**src/rtl/serial_adder.sv**
```systemverilog
// serial_adder: bit-serial adder, one sum bit per clock, LSB first.
// Operands a, b and cin are taken through an in_valid/in_ready handshake.
// The WIDTH-bit sum and the carry-out are offered through out_valid/out_ready.
// Ports:
//   clk, rst_n           clock, asynchronous active-low reset
//   in_valid, in_ready   operand handshake (in_ready high only in IDLE)
//   a, b, cin            operands and carry-in
//   out_valid, out_ready result handshake (out_valid high only in DONE)
//   sum, cout            (a+b+cin) mod 2^WIDTH and bit WIDTH of a+b+cin
//   busy                 high while an operation is in flight (RUN or DONE)
module serial_adder #(
  parameter int unsigned WIDTH = 8
) (
  input  logic             clk,
  input  logic             rst_n,
  input  logic             in_valid,
  output logic             in_ready,
  input  logic [WIDTH-1:0] a,
  input  logic [WIDTH-1:0] b,
  input  logic             cin,
  output logic             out_valid,
  input  logic             out_ready,
  output logic [WIDTH-1:0] sum,
  output logic             cout,
  output logic             busy
);

  localparam int unsigned      CNT_W    = (WIDTH > 1) ? $clog2(WIDTH) : 1;
  localparam logic [CNT_W-1:0] CNT_LAST = CNT_W'(WIDTH - 1);

  typedef enum logic [1:0] {
    S_IDLE = 2'd0,
    S_RUN  = 2'd1,
    S_DONE = 2'd2
  } state_t;

  state_t           r_state;
  state_t           w_state_nxt;
  logic [WIDTH-1:0] r_sa;
  logic [WIDTH-1:0] r_sb;
  logic [WIDTH-1:0] r_ss;
  logic             r_c;
  logic [CNT_W-1:0] r_cnt;

  logic w_ha0_s;
  logic w_ha0_c;
  logic w_ha1_s;
  logic w_ha1_c;
  logic w_carry_nxt;
  logic w_accept;
  logic w_run;

  // State register
  always_ff @(posedge clk or negedge rst_n) begin
    if (!rst_n) begin
      r_state <= S_IDLE;
    end else begin
      r_state <= w_state_nxt;
    end
  end

  // Next-state logic; DONE is entered on the same edge that consumes the MSB
  always_comb begin
    w_state_nxt = r_state;
    case (r_state)
      S_IDLE:  if (in_valid)           w_state_nxt = S_RUN;
      S_RUN:   if (r_cnt == CNT_LAST) w_state_nxt = S_DONE;
      S_DONE:  if (out_ready)          w_state_nxt = S_IDLE;
      default:                         w_state_nxt = S_IDLE;
    endcase
  end

  // Handshake outputs decoded straight from the state register
  always_comb begin
    in_ready  = 1'b0;
    out_valid = 1'b0;
    busy      = 1'b1;
    case (r_state)
      S_IDLE: begin
        in_ready = 1'b1;
        busy     = 1'b0;
      end
      S_DONE:  out_valid = 1'b1;
      default: ;
    endcase
  end

  // Two cascaded half adders form one full-adder bit slice
  assign w_ha0_s     = r_sa[0] ^ r_sb[0];
  assign w_ha0_c     = r_sa[0] & r_sb[0];
  assign w_ha1_s     = w_ha0_s ^ r_c;
  assign w_ha1_c     = w_ha0_s & r_c;
  assign w_carry_nxt = w_ha0_c | w_ha1_c;

  assign w_accept = (r_state == S_IDLE) && in_valid;
  assign w_run    = (r_state == S_RUN);

  // Operand capture and serial datapath; sum bits enter at the MSB end
  always_ff @(posedge clk or negedge rst_n) begin
    if (!rst_n) begin
      r_sa  <= '0;
      r_sb  <= '0;
      r_ss  <= '0;
      r_c   <= 1'b0;
      r_cnt <= '0;
    end else if (w_accept) begin
      r_sa  <= a;
      r_sb  <= b;
      r_c   <= cin;
      r_cnt <= '0;
    end else if (w_run) begin
      r_sa  <= r_sa >> 1;
      r_sb  <= r_sb >> 1;
      r_ss  <= {w_ha1_s, r_ss[WIDTH-1:1]};
      r_c   <= w_carry_nxt;
      r_cnt <= r_cnt + CNT_W'(1);
    end
  end

  assign sum  = r_ss;
  assign cout = r_c;

endmodule
```
**config.mk**
```make
export PLATFORM = sky130hd
export DESIGN_NAME = serial_adder
export DESIGN_NICKNAME = d
export VERILOG_FILES = /design/src/rtl/serial_adder.sv
export SDC_FILE = /design/constraint.sdc
export NUM_CORES = 1
export LEC_CHECK = 0
export CAP_MARGIN = 0
export CORE_MARGIN = 4
export CORE_UTILIZATION = 43
export DETAILED_ROUTE_END_ITERATION = 8
export PLACE_DENSITY = 0.74
export SYNTH_ARGS = -nofsm -noshare
export SYNTH_HDL_FRONTEND = slang
export SYNTH_SLANG_ARGS = --single-unit
```
**constraint.sdc**
```tcl
create_clock -name clk -period 1.1 [get_ports clk]
set_input_delay 0.11 -clock clk [delete_from_list [all_inputs] [get_ports clk]]
set_output_delay 0.11 -clock clk [all_outputs]
set_load 0.05 [all_outputs]
```
==> metrics.md <==
| Metric | Value |
|---|---|
| Post-layout net count | 216 |
| Simple-gate portion of the synthesized area | 0.133 |
| Flip-flop and latch count after synthesis | 30 |
| Buffers from clock root to sink, at most | 2 |
| Number of antenna violations at the first check in global routing | 0 |
| Pwr/cell area | 3110 nW/um^2 |
| Die area | 4100 um^2 |
| Antenna Violating Nets Remaining | 0 |
| Area taken by flip-flops and latches | 754 um^2 |
| Final RePlAce weighted congestion | 0.809 |
| Final worst path period need | 1.37 ns |
| Via density per instance | 5.52 |
| Core outline area | 3030 um^2 |
| Unrepaired setup endpoints after global routing | true |
| Max H-tree Level | 2 |
| Setup Skew | 0.00995 ns |
| Root buffer selected by CTS | clkbuf_4 |
| RR Startpoint | r_state[1]$_DFFE_PN0P_ |
| Initial drt markers | 69 |
| Detailed placer's ending HPWL | 2480 um |
| Critical Path Fanout Max | 3 |
| Maximum capacitance violations | 0 |
| Filler Cell Count | 182 |
| Number of placed I/O pins | 33 |
| Leakage | 0.996 nW |
| Highest attainable clock frequency | 0.728 GHz |
| Clock slew at reported path FFs | 0.09 ns |
| Area added between synthesis and finish | 71.8% |
| Via count | 1309 |
| Switching portion of total power | 0.414 |
| Total routing resource utilization after global routing | 0.197 |
| Xor and xnor area share after synthesis | 0 |
| Number of endpoints failing setup at the final stage | 33 |
| Family with the most delay on the worst path | flip-flops |
| Fraction of the yosys area taken by sequential cells | 0.556 |
| Height of the chip | 64.0 um |
| Portion of total power attributed to the clock network | 0.114 |
| Net switching power | 2.98 mW |
| Worst voltage drop across the vdd grid | 1.73 mV |
| Ratio of cells with drive above 1 in the final layout | 0.425 |
| Compound-gate portion of the synthesized area | 0.224 |
| Setup crit end kind | output pin |
| Worst-path cell chain | buf_6 -> nor2_4 -> inv_2 -> buf_12 |
| Leading cell types by total area after synthesis | dfrtp_1 56%, o22ai_1 12%, nand2_1 7.8%, a21oi_1 4.8%, buf_2 2.2% |
| Syn Std Cell Area | 1350 um^2 |
| CP Buf/Inv Count | 3 |
| Count of input and output buffers | 32 |
| Sort of element at the start of the critical path | register |
| Number of global-route vias before repair | 1308 |
| Run status | finished, violations left |
| Wire length of the first global-routing pass | 6150 um |
| Sum of negative setup slack | -4.06 ns |
| Final global-route overflow total | 0 |
| Fin cells | 237 |
| Number of max-slew violations in the final report | 0 |
| Number of antenna repair diodes | 0 |
| TritonCTS clock tree | built |
| Data arrival, critical path | 1.26 ns |
| Multi-input logic area | 711 um^2 |
| Mapped Nets | 160 |
| Mean instance size in the synthesized netlist | 9.93 um^2 |
| Power Internal | 4.23 mW |
| Combinational family with the most area after synthesis | compound AO/OA/AOI/OAI gates |
| Post-Synth Adder-Cell Area | 0.0334 |
| Source-to-sink clock delay at the later pin of the worst-skew pair | 0.34 ns |
| Pin count of the biggest net entering global routing | 31 |
| Yosys Warn Count | 0 |
| Dominant cell type by area after synthesis | dfrtp_1 |
| Period Utilization, post-route | 1.25 |
| Sequential share of power | 0.297 |
| Std cell rows | 20 |
| Cell with the biggest individual delay on the critical path | dfrtp_2 |
| Total iterations of the first detailed-routing run | 4 |
| Violated checks | negative setup slack |
| Setup WS post-layout | -0.274 ns |
| Count of clock tree sinks | 30 |
| Number of library cell types mapped by synthesis | 25 |
| Initial Utilization | 0.446 |
| Transition time at the pin with the least slew margin | 0.424 ns |
| Combinational share of power | 0.589 |
| Start point of the critical path | r_state[1]$_DFFE_PN0P_ |
| Largest incremental delay on the critical path | 0.44 ns |
| Area share of the leading cell type in the synthesized netlist | 0.556 |
| Final core occ | 0.766 |
| Worst-case headroom to the max-slew limit | 0.717 |
| Placed Cells incl. Taps | 220 |
| Average detailed-routed wire length per instance | 16.6 um |
| Width of the die | 64.0 um |
| Post-Syn Instances | 136 |
| Total CTS buffers | 5 |
| Number of endpoints with negative hold slack in the final report | 0 |
| HP Class | input pin to asynchronous set/reset pin |
| DRC errors left | 0 |
| Critical path required time | 0.99 ns |
| Post-detailed-routing wire length | 3930 um |
| Portion of netlist area occupied by mux cells | 0 |
| Category of the critical setup timing path | register to output pin |
sequential cells by signal, summed over array words and instances (netlist names):
register and cells:
r_sa 8, r_sb 8, sum 8, r_cnt 3, r_state 2, cout 1
final timing paths:
kind / endpoint / slack [ns] / cells after the start
setup / recovery: busy / -0.27 / 4
hold / removal: sum[0]$_DFFE_PN0P_ / 0.12 / 2
setup reg to reg: r_state[1]$_DFFE_PN0P_ / -0.22 / 5
hold reg to reg: r_cnt[1]$_DFFE_PN0P_ / 0.53 / 1
max in group asynchronous: r_state[0]$_DFFE_PN0P_ / 0.80 / 2
min in group clk: r_sb[7]$_DFFE_PN0P_ / 0.31 / 3
cell type report:
| type | count | area share |
|---|---|---|
| inverters | 4 | 0.00917 |
| repair buffers | 58 | 0.302 |
| multi-input cells | 93 | 0.306 |
| clock buffers | 8 | 0.0340 |
| flip-flops and latches | 30 | 0.325 |
| well taps | 44 | 0.0237 |
repair_timing:
item                       CTS  global route
setup buffers                6             3
gates resized for setup     28            14
setup endpoints to repair   26            33
pin swaps                    7             9
hold buffers                 0             0
synthesized netlist by cell type:
cell,count
nand2_1,28
a2bb2oi_1,2
nor2b_2,1
dfrtp_1,30
nor2_2,1
o22ai_1,25
o31ai_1,1
inv_1,3
o21ai_1,2
or2_1,1
o21ai_0,2
inv_2,1
buf_4,2
o221a_1,1
a22o_1,2
nor2_1,4
nand2b_1,4
nand3b_1,1
fa_1,1
a22oi_1,1
buf_6,1
buf_2,6
nor2b_1,1
ha_1,2
a21oi_1,13
cells by family after synthesis:
logic type      Yosys count
simple gates             41
flops                    30
compound gates           49
buf+inv                  13
fa+ha+maj                 3
per-stage QoR:
stage | setup WS (ns) | total power, mW | area [um^2] | hold slack [ns]
6_report | -0.274 | 7.20 | 2320 | 0.119
5_1_grt | -0.318 | 7.62 | 2320 | 0.124
4_1_cts | -0.280 | 6.86 | 2230 | 0.124
3_5_place_dp | -0.316 | 5.59 | 1980 | 0.488
3_3_place_gp | -0.248 | 5.41 | 1980 | 0.492
2_1_floorplan | -0.130 | 3.98 | 1390 | -0.186
per-layer routing:
layer  wire [um]  part of all wire  vias up  global-route usage
li1            -                 -      604                   -
met1        1590              0.40      646               0.222
met2        2020              0.51       47               0.348
met3         209             0.053       12              0.0475
met4         114             0.029        0              0.0916
met5           0                 0        -                   0
power groups by stage:
stage,logic [mW],registers (mW),clock network (mW)
2_1_floorplan,1.55,2.43,0
3_3_place_gp,3.35,2.06,0
3_5_place_dp,3.49,2.10,0
4_1_cts,3.93,2.10,0.828
5_1_grt,4.54,2.19,0.883
6_report,4.24,2.14,0.824
placed cells by master (no fill, tap or decap), types with 2 or more instances in the layout:
master,Yosys,routed
buf_4,2,16
o21ai_1,2,2
a21oi_2,0,4
o22ai_2,0,7
o21ai_0,2,2
nand2b_4,0,4
nor2_4,0,4
o22ai_1,25,17
buf_6,1,7
clkbuf_4,0,5
a2bb2oi_2,0,2
buf_12,0,15
dfrtp_1,30,27
a22o_1,2,2
nand2_1,28,27
clkbuf_8,0,3
a21oi_1,13,9
dfrtp_2,0,3
clkdlybuf4s50_1,0,20
No activity file was read; power rests on OpenSTA's default activity.
